File: src/rtl/index_pkg.sv
// rtl/index_pkg.sv - shared types and sizes for the index loader and compare engine
package index_pkg;

    localparam int DW    = 8;
    localparam int DEPTH = 16;
    localparam int AW    = 4;

    typedef enum logic [2:0] {
        S_IDLE,
        S_LOAD_A,
        S_LOAD_B,
        S_DONE,
        S_ERR
    } state_e;

    localparam logic [1:0] ERR_NONE  = 2'b00;
    localparam logic [1:0] ERR_ORDER = 2'b01;
    localparam logic [1:0] ERR_OVF   = 2'b10;

endpackage

File: src/rtl/index_loader_if.sv
// rtl/index_loader_if.sv - input word stream and RAM write port of the index loader
interface index_loader_if #(
    parameter int DW = 8,
    parameter int AW = 4
);

    logic          in_valid;
    logic          in_ready;
    logic [DW-1:0] in_data;
    logic          in_last;

    logic          wr_en1;
    logic          wr_en2;
    logic [AW-1:0] wr_addr;
    logic [DW-1:0] wr_data;

    modport master (
        output in_valid, in_data, in_last,
        input  in_ready,
        input  wr_en1, wr_en2, wr_addr, wr_data
    );

    modport slave (
        input  in_valid, in_data, in_last,
        output in_ready,
        output wr_en1, wr_en2, wr_addr, wr_data
    );

endinterface

File: src/rtl/asc_check.sv
// rtl/asc_check.sv - strict-ascending check against the previous word of the current list
module asc_check #(
    parameter int DW = 8
) (
    input  logic          clk_i,
    input  logic          rst_ni,
    input  logic          clear_i,
    input  logic          update_i,
    input  logic [DW-1:0] data_i,
    output logic          order_ok_o
);

    logic [DW-1:0] prev_q;
    logic          first_q;

    // clear wins over update so the last word of a list cannot seed the next one
    always_ff @(posedge clk_i or negedge rst_ni) begin
        if (!rst_ni) begin
            prev_q  <= '0;
            first_q <= 1'b1;
        end else if (clear_i) begin
            first_q <= 1'b1;
        end else if (update_i) begin
            prev_q  <= data_i;
            first_q <= 1'b0;
        end
    end

    assign order_ok_o = first_q | (data_i > prev_q);

endmodule

File: src/rtl/index_loader.sv
// rtl/index_loader.sv - fills the two index RAMs from lists A and B, reports lengths and errors
module index_loader
    import index_pkg::*;
#(
    parameter int DW    = index_pkg::DW,
    parameter int DEPTH = index_pkg::DEPTH,
    parameter int AW    = index_pkg::AW
) (
    input  logic          clk_i,
    input  logic          rst_ni,
    input  logic          start_i,
    index_loader_if.slave bus,
    output logic [AW:0]   len1_o,
    output logic [AW:0]   len2_o,
    output logic          done_o,
    output logic [1:0]    error_o
);

    state_e        state_q;
    logic [AW-1:0] addr_q;
    logic          in_ready_q;
    logic          wr_en1_q;
    logic          wr_en2_q;
    logic [AW-1:0] wr_addr_q;
    logic [DW-1:0] wr_data_q;
    logic [AW:0]   len1_q;
    logic [AW:0]   len2_q;
    logic          done_q;
    logic [1:0]    error_q;

    logic          accept;
    logic          list_b;
    logic          start_ok;
    logic          at_end;
    logic          order_ok;
    logic          asc_clear;
    logic [AW:0]   len_d;

    // in_ready_q is only ever set in the load states, so it doubles as the load qualifier
    assign accept    = bus.in_valid & in_ready_q;
    assign list_b    = (state_q == S_LOAD_B);
    assign start_ok  = start_i & ((state_q == S_IDLE) | (state_q == S_DONE) | (state_q == S_ERR));
    assign at_end    = (addr_q == AW'(DEPTH - 1));
    assign len_d     = {1'b0, addr_q} + (AW + 1)'(1);
    assign asc_clear = start_ok | (accept & order_ok & bus.in_last & ~list_b);

    asc_check #(.DW(DW)) u_asc_check (
        .clk_i      (clk_i),
        .rst_ni     (rst_ni),
        .clear_i    (asc_clear),
        .update_i   (accept & order_ok),
        .data_i     (bus.in_data),
        .order_ok_o (order_ok)
    );

    always_ff @(posedge clk_i or negedge rst_ni) begin
        if (!rst_ni) begin
            state_q    <= S_IDLE;
            addr_q     <= '0;
            in_ready_q <= 1'b0;
            wr_en1_q   <= 1'b0;
            wr_en2_q   <= 1'b0;
            wr_addr_q  <= '0;
            wr_data_q  <= '0;
            len1_q     <= '0;
            len2_q     <= '0;
            done_q     <= 1'b0;
            error_q    <= ERR_NONE;
        end else begin
            wr_en1_q <= 1'b0;
            wr_en2_q <= 1'b0;
            case (state_q)
                S_IDLE, S_DONE, S_ERR: begin
                    if (state_q == S_IDLE) begin
                        addr_q  <= '0;
                        len1_q  <= '0;
                        len2_q  <= '0;
                        done_q  <= 1'b0;
                        error_q <= ERR_NONE;
                    end
                    if (start_i) begin
                        state_q    <= S_LOAD_A;
                        in_ready_q <= 1'b1;
                        addr_q     <= '0;
                        len1_q     <= '0;
                        len2_q     <= '0;
                        done_q     <= 1'b0;
                        error_q    <= ERR_NONE;
                    end
                end
                S_LOAD_A, S_LOAD_B: begin
                    if (accept) begin
                        if (!order_ok) begin
                            error_q    <= ERR_ORDER;
                            in_ready_q <= 1'b0;
                            state_q    <= S_ERR;
                        end else begin
                            wr_en1_q  <= ~list_b;
                            wr_en2_q  <= list_b;
                            wr_addr_q <= addr_q;
                            wr_data_q <= bus.in_data;
                            if (bus.in_last) begin
                                addr_q <= '0;
                                if (list_b) begin
                                    len2_q     <= len_d;
                                    done_q     <= 1'b1;
                                    in_ready_q <= 1'b0;
                                    state_q    <= S_DONE;
                                end else begin
                                    len1_q  <= len_d;
                                    state_q <= S_LOAD_B;
                                end
                            end else if (at_end) begin
                                // the word at the last address is kept, the list is not
                                error_q    <= ERR_OVF;
                                in_ready_q <= 1'b0;
                                state_q    <= S_ERR;
                            end else begin
                                addr_q <= addr_q + AW'(1);
                            end
                        end
                    end
                end
                default: state_q <= S_IDLE;
            endcase
        end
    end

    assign bus.in_ready = in_ready_q;
    assign bus.wr_en1   = wr_en1_q;
    assign bus.wr_en2   = wr_en2_q;
    assign bus.wr_addr  = wr_addr_q;
    assign bus.wr_data  = wr_data_q;
    assign len1_o       = len1_q;
    assign len2_o       = len2_q;
    assign done_o       = done_q;
    assign error_o      = error_q;

endmodule

File: src/flat_wrapper.sv
// flat-port wrapper written by rule: the top's interface ports become plain ports
module index_loader_flat import index_pkg::*;
#(
    parameter int DW    = index_pkg::DW,
    parameter int DEPTH = index_pkg::DEPTH,
    parameter int AW    = index_pkg::AW
)
  (clk_i, rst_ni, start_i, len1_o, len2_o, done_o, error_o, bus_in_valid, bus_in_data, bus_in_last, bus_in_ready, bus_wr_en1, bus_wr_en2, bus_wr_addr, bus_wr_data);
  index_loader_if #(.DW(DW), .AW(AW)) bus_i ();
  input  logic clk_i;
  input  logic rst_ni;
  input  logic start_i;
  output logic [AW:0] len1_o;
  output logic [AW:0] len2_o;
  output logic done_o;
  output logic [1:0] error_o;
  input wire logic [$bits(bus_i.in_valid)-1:0] bus_in_valid;
  input wire logic [$bits(bus_i.in_data)-1:0] bus_in_data;
  input wire logic [$bits(bus_i.in_last)-1:0] bus_in_last;
  output wire logic [$bits(bus_i.in_ready)-1:0] bus_in_ready;
  output wire logic [$bits(bus_i.wr_en1)-1:0] bus_wr_en1;
  output wire logic [$bits(bus_i.wr_en2)-1:0] bus_wr_en2;
  output wire logic [$bits(bus_i.wr_addr)-1:0] bus_wr_addr;
  output wire logic [$bits(bus_i.wr_data)-1:0] bus_wr_data;
  assign bus_i.in_valid = bus_in_valid;
  assign bus_i.in_data = bus_in_data;
  assign bus_i.in_last = bus_in_last;
  assign bus_in_ready = bus_i.in_ready;
  assign bus_wr_en1 = bus_i.wr_en1;
  assign bus_wr_en2 = bus_i.wr_en2;
  assign bus_wr_addr = bus_i.wr_addr;
  assign bus_wr_data = bus_i.wr_data;
  index_loader #(.DW(DW), .DEPTH(DEPTH), .AW(AW)) u_core (.clk_i(clk_i), .rst_ni(rst_ni), .start_i(start_i), .bus(bus_i), .len1_o(len1_o), .len2_o(len2_o), .done_o(done_o), .error_o(error_o));
endmodule
File: config.mk
export PLATFORM = sky130hd
export DESIGN_NAME = index_loader_flat
export DESIGN_NICKNAME = d
export VERILOG_FILES = /design/src/rtl/index_pkg.sv /design/src/rtl/index_loader_if.sv /design/src/rtl/asc_check.sv /design/src/rtl/index_loader.sv /design/src/flat_wrapper.sv
export SDC_FILE = /design/constraint.sdc
export NUM_CORES = 1
export LEC_CHECK = 0
export ABC_CLOCK_PERIOD_IN_PS = 4100
export BUFFER_PORTS_ARGS = -buffer_cell sky130_fd_sc_hd__buf_2
export CAP_MARGIN = 20
export CORE_MARGIN = 3
export CORE_UTILIZATION = 60
export CTS_BUF_LIST = sky130_fd_sc_hd__clkbuf_8
export CTS_CLUSTER_SIZE = 20
export DETAILED_ROUTE_END_ITERATION = 8
export HOLD_SLACK_MARGIN = 0.05
export PLACE_DENSITY = 0.88
export SYNTH_ARGS = -nofsm -noshare
export SYNTH_HDL_FRONTEND = slang
export SYNTH_SLANG_ARGS = --single-unit
File: constraint.sdc
create_clock -name clk_i -period 4.1 [get_ports clk_i]
set_input_delay 0.41 -clock clk_i [delete_from_list [all_inputs] [get_ports clk_i]]
set_output_delay 0.41 -clock clk_i [all_outputs]
set_load 0.01 [all_outputs]
# Word level (Yosys, flattened, before mapping)
# Index checks and enable logic that the tools add are counted.
word_totals:
  register_bits: 44
  inputBits: 13
  output_inout_bits: 28
  elab_cells: 112
classes:
  addsub: 2
  n_lt_le_gt_ge: 1
  n_eq_ne: 17
  muxes: 55
  n_bitwise: 11
  n_reduce_logical: 13
op_table:
  columns: ["cell", "n"]
  rows:
  - ["2-to-1 mux 5 bit", 10]
  - ["2-to-1 mux 4 bit", 6]
  - ["2-to-1 mux 1 bit", 21]
  - ["case mux 5 bit (2 select lines)", 2]
  - ["2-to-1 mux 3 bit", 5]
  - ["AND reduction 5 bit", 3]
  - ["2-to-1 mux 2 bit", 6]
  - ["AND reduction 6 bit", 2]
  - ["> comparator 8 bit", 1]
  - ["inequality test 4 x 3 -> 1 bit, second input constant", 2]
  - ["case mux 4 bit (2 select lines)", 1]
  - ["equality test 3 x 2 -> 1 bit, second input constant", 2]
  - ["inequality test 2 x 1 -> 1 bit, second input constant", 3]
  - ["inequality test 2 bit, second input constant", 3]
  - ["inequality test 3 x 2 -> 1 bit, second input constant", 2]
  - ["inequality test 3 bit, second input constant", 2]
  - ["case mux 3 bit (2 select lines)", 1]
  - ["AND reduction 3 bit", 2]
  - ["adder 4 x 1 -> 5 bit, second input constant", 1]
  - ["bitwise AND 1 bit", 5]
  - ["adder 4 x 1 -> 4 bit, second input constant", 1]
  - ["equality test 4 bit, second input constant", 1]
  - ["bitwise OR 1 bit", 4]
  - ["case mux 1 bit (2 select lines)", 2]
  - ["9 further kinds", 11]

# Logic depth before layout (Yosys ltp)
depth:
  word_depth: 8
  ltp_mapped: 10
  ltp_nobuf: 8

# By module
# Synthesis repeated with hierarchy kept, for this count alone.
unflattened:
  cells_unflattened: 214
  area_unflattened_um2: 2336.0
by_module_without_submodules:
  columns: ["module", "instances", "cells_per_inst", "area_per_inst_um2", "seq_area_each_um2"]
  rows:
  - ["index_loader", 1, 158, 1806.7, 875.8]
  - ["asc_check", 1, 56, 529.3, 226.5]

# Worst setup path before layout
# OpenSTA, ideal clock, no wires.
synth_path:
  kind: "input port to flip-flop"
  from: "input port bus_in_data[1]"
  to: "register u_core.wr_addr_q[0] (netlist: u_core.bus.wr_addr[0])"
  setup_time_ps: 125
  arrival_ps: 2099
  required_time_ps: 3975
  slack_ps: 1876
  path_stages: 9
  n_path_buf: 2
  path_cell_list: "ha_1 > nor2b_2 > o211ai_2 > a211oi_4 > nor3_4 > buf_6 > nor3_4 > buf_12 > mux2_4"
synth_via:
  elab_chain_len: 3
synth_lines:
  columns: ["element", "line_no", "rtl"]
  rows:
  - ["from (decl)", "flat_wrapper.sv:18", "input wire logic [$bits(bus_i.in_data)-1:0] bus_in_data;"]
  - ["> comparator 8 bit", "asc_check.sv:29", "assign order_ok_o = first_q | (data_i > prev_q);"]
  - ["bitwise OR 1 bit", "asc_check.sv:29", null]
  - ["AND reduction 3 bit (no line)", null, null]
  - ["to (signal assigned)", "index_loader.sv:100", "wr_addr_q <= addr_q;"]
  - ["to (decl)", "index_loader.sv:24", "logic [AW-1:0] wr_addr_q;"]
# No other way between the ends.
# A chain may end at the register's enable or synchronous reset.

# Worst setup path in the final report
layout_path:
  from: "register u_core.u_asc_check.prev_q[1]"
  to: "register u_core.wr_data_q[1] (netlist: u_core.bus.wr_data[1])"
layout_via:
  elab_chain_len: 3
layout_lines:
  columns: ["element", "line_no", "rtl"]
  rows:
  - ["from (decl)", "asc_check.sv:13", "logic [DW-1:0] prev_q;"]
  - ["from (signal assigned)", "asc_check.sv:24", "prev_q <= data_i;"]
  - ["> comparator 8 bit", "asc_check.sv:29", null]
  - ["bitwise OR 1 bit", "asc_check.sv:29", null]
  - ["AND reduction 3 bit (no line)", null, null]
  - ["to (signal assigned)", "index_loader.sv:101", "wr_data_q <= bus.in_data;"]
  - ["to (decl)", "index_loader.sv:25", "logic [DW-1:0] wr_data_q;"]
# No other way between the ends.

==> flow_summary.ini <==
[power]
leakage_nw = 1.32
power.switching_fraction_pct = 38.4
pwr-share-seq_pct = 33.7
net-switching-power_w = 0.000789
share_comb_of_total_power_pct = 47.3
post-layout-total-power_w = 0.00206
p_int_w = 0.00127
ir_drop_v = 0.000419
power_density_of_the_placed_cells_nw_per_um2 = 756
clkPwrFrac_pct = 18.9

[floorplanning]
fp.dieH_um = 69.1
core_area_sq_um = 3740
initial_utilization_pct = 63.9
dieArea_sq_um = 4780
floorplan.die.width_um = 69.1
io_pins = 41
rows = 22

[cts]
cts.reportedPaths.clkPinSlew_ns = 0.09
cts-htree-levels = 2
number_of_resized_instances_in_the_post_cts_repair_step = 0
clkSinkCount = 44
cts_root_buffer = sky130_fd_sc_hd__clkbuf_8
cts_buffers = 5
post_cts_buffers = 0
clock_tree.buffer_depth = 2
cts_tree = done
clock_insertion_delay_worst_skew_ns = 0.31
cts-hold-fix-buffers = 0

[routing]
first_iter_violations = 52
routed-via-count = 1694
drt.antenna.violating_nets = 0
drt_first_pass_iters = 4
route.detailed.drc = 0
detail_route.vias_per_cell = 5.86
detail_route.wirelength_um = 4740
route.detailed.wl_per_inst_um = 16.4

[critical_path]
timing.critical_path.from_type = flop
criticalPathCategory = flop to flop
regToRegEndpoint = u_core.bus.wr_data[1]
register_to_register_setup_slack_ns = 1.47
reg2reg_depth = 8
worst_setup_path_startpoint = u_core.u_asc_check.prev_q[1]
signal_arrival_time_at_the_worst_endpoint_ns = 2.81
r2r_start = u_core.u_asc_check.prev_q[1]
critPathCaptureType = flop
crit_fanout = 12
worst-endpoint-required_ns = 4.29

[timing]
timing_max_transition_violations_final = 0
layout_setup_ws_ns = 1.47
hold_slack_ns = 0.250
worst-slew-pin-transition_ns = 0.951
clock-skew-final_ns = 0.0123
timing.setup.tns_ns = 0
rsz0062_at_grt = false
timing_hold_violations_final = 0
final.min_clock_period_ns = 2.63
slew_headroom_pct = 36.6
finalCritPeriodShare_pct = 64.1
setup_viol = 0
maxClockFrequency_mhz = 380

[synthesis]
post-synth-top-area-cell = sky130_fd_sc_hd__dfrtp_1
synthCells = 201
yosys.cell_count.top_type = sky130_fd_sc_hd__dfrtp_1
combinational_family_with_the_most_area_after_synthesis = multiplexers
post_synth.cell_area_avg_sq_um = 11.9
yosysTopAreaCellShare_pct = 45.0
synth_fa_ha_area_share_pct = 5.18
yosys_reg_bits = 44
yosys.area_share.simple_pct = 13.5
ys.flop_type = sky130_fd_sc_hd__dfrtp_1
yosys-top-cells-count = 43 x sky130_fd_sc_hd__dfrtp_1, 23 x sky130_fd_sc_hd__mux2_4, 17 x sky130_fd_sc_hd__nand2_1
synthesis.area_sq_um = 2390
share_of_the_synthesized_netlist_area_taken_by_xor_and_xnor_gates_pct = 0.732
postSynth.asyncResetShare_pct = 100
synth-edff-count = 0
synth-compound-area-share_pct = 14.2
synthesis.nets = 223
sequential_fraction_of_the_synthesis_area_pct = 46.1
synth.area.top_cells = sky130_fd_sc_hd__dfrtp_1 45%, sky130_fd_sc_hd__mux2_4 14%, sky130_fd_sc_hd__ha_1 4.7%, sky130_fd_sc_hd__nand2_1 2.7%, sky130_fd_sc_hd__o22ai_1 2.4%
yosysUniqueCellTypes = 51
multiplexer_share_of_the_synthesized_area_pct = 15.8
synthesis.yosys.warnings = 0

[placement]
place_hpwl_um = 3330
port_buffers = 40
place_congestion = 0.835
dpl_worst_slack_ns = 1.36
place.detailed.instances = 281

[global_routing]
grt_pass1_vias = 1691
grt_pass1_wl_um = 8020
grt_overflow = 0
number_of_antenna_violations_at_the_first_check_in_global_routing = 0
globalRouteTotalUtil_pct = 20.6
pin_count_of_the_biggest_net_entering_global_routing = 45

[layout]
syn2layout_area_growth_pct = 13.7
final_net_count = 262
antennaDiodeCount = 0
post_layout_nonfiller_instances = 289
num-fill-cells = 278
share_of_cells_above_drive_strength_1_pct = 36.5

[min_path]
worstHoldPathType = input port to async pin

[outcome]
status = completed

[run]
maxCapViolations = 0
-- cell families after synthesis --
group	count (synthesis)
DFF	44
buffers and inverters	19
xor gates and xnor gates	2
and+or+nand+nor	55
adders and majority gates	10
muxes	26
AOI/OAI and AO/OA	45
-- registers in the layout, summed over array words and instances (netlist names) --
| signal | flops |
|---|---|
| u_core.bus.wr_en1 | 1 |
| u_core.done_o | 1 |
| u_core.bus.wr_en2 | 1 |
| u_core.state_q | 3 |
| u_core.bus.in_ready | 1 |
| u_core.error_o | 2 |
| u_core.bus.wr_addr | 4 |
| u_core.len2_o | 5 |
| u_core.u_asc_check.first_q | 1 |
| u_core.bus.wr_data | 8 |
| u_core.u_asc_check.prev_q | 8 |
| u_core.addr_q | 4 |
| u_core.len1_o | 5 |
-- power groups by stage --
| stage | Clock [W] | Combinational (W) | Sequential [W] |
|---|---|---|---|
| detailed placement | 0 | 0.000971 | 0.000698 |
| global route | 0.000411 | 0.00107 | 0.000715 |
| floorplan | 0 | 0.000768 | 0.000693 |
| finish | 0.000389 | 0.000974 | 0.000694 |
| CTS | 0.000393 | 0.000980 | 0.000693 |
| global placement | 0 | 0.000933 | 0.000693 |
-- per-layer routing --
metal / share of wire [%] / up-vias / routed length, um / track usage (%)
met2: 51 / 56 / 2410 / 35.1
met3: 5.4 / 6 / 254 / 4.66
li1: - / 801 / - / -
met5: 0 / - / 0 / 0
met4: 1.4 / 0 / 68 / 6.51
met1: 42 / 831 / 2010 / 26.0
-- critical path, cell delays in order (launching register included) --
cell,delay (ns)
sky130_fd_sc_hd__dfrtp_1,0.37
sky130_fd_sc_hd__inv_1,0.06
sky130_fd_sc_hd__ha_1,0.29
sky130_fd_sc_hd__nor2b_2,0.15
sky130_fd_sc_hd__o211ai_2,0.12
sky130_fd_sc_hd__a211oi_4,0.29
sky130_fd_sc_hd__nor3_4,0.13
sky130_fd_sc_hd__nor3_4,0.71
sky130_fd_sc_hd__mux2_2,0.41
-- through the flow --
| stage | instance area (sq um) | util, % |
|---|---|---|
| finish | 2720 | 72.6 |
| global route | 2720 | 72.6 |
| CTS | 2720 | 72.6 |
| detailed placement | 2590 | 69.1 |
| global placement | 2590 | 69.1 |
| floorplan | 2390 | - |
-- layout make-up --
class / count / area [sq um] / share of cell area [%]
multi-input cells: 138 / 1180 / 43.5
flip-flops and latches: 44 / 1100 / 40.5
repair buffers: 40 / 200 / 7.36
clock buffers: 5 / 68.8 / 2.53
clock inverters: 3 / 63.8 / 2.35
well taps: 48 / 60.1 / 2.21
inverters: 11 / 41.3 / 1.52
-- layout by cell type (no fill, tap or decap), drive strengths merged, types with 5 or more instances in the layout --
cell	n
o21ai	10
dfrtp	43
nor2	12
inv	12
nand2	18
clkbuf	5
a21oi	8
o22ai	9
mux2	25
ha	9
buf	40
nor3	6
-- how the worst max path moves through the flow --
| stage | depth (start not counted) | to | slack [ns] |
|---|---|---|---|
| after CTS | 8 | u_core.bus.wr_data[2] | 1.47 |
| after global placement | 8 | u_core.bus.wr_data[1] | 1.43 |
| after floorplan | 9 | u_core.bus.wr_addr[0] | 1.88 |
| final | 8 | u_core.bus.wr_data[1] | 1.47 |
| after detailed placement | 8 | u_core.bus.wr_data[2] | 1.36 |
| after global routing | 7 | u_core.u_asc_check.prev_q[2] | 1.33 |
Power figures use the tool's default switching activity.
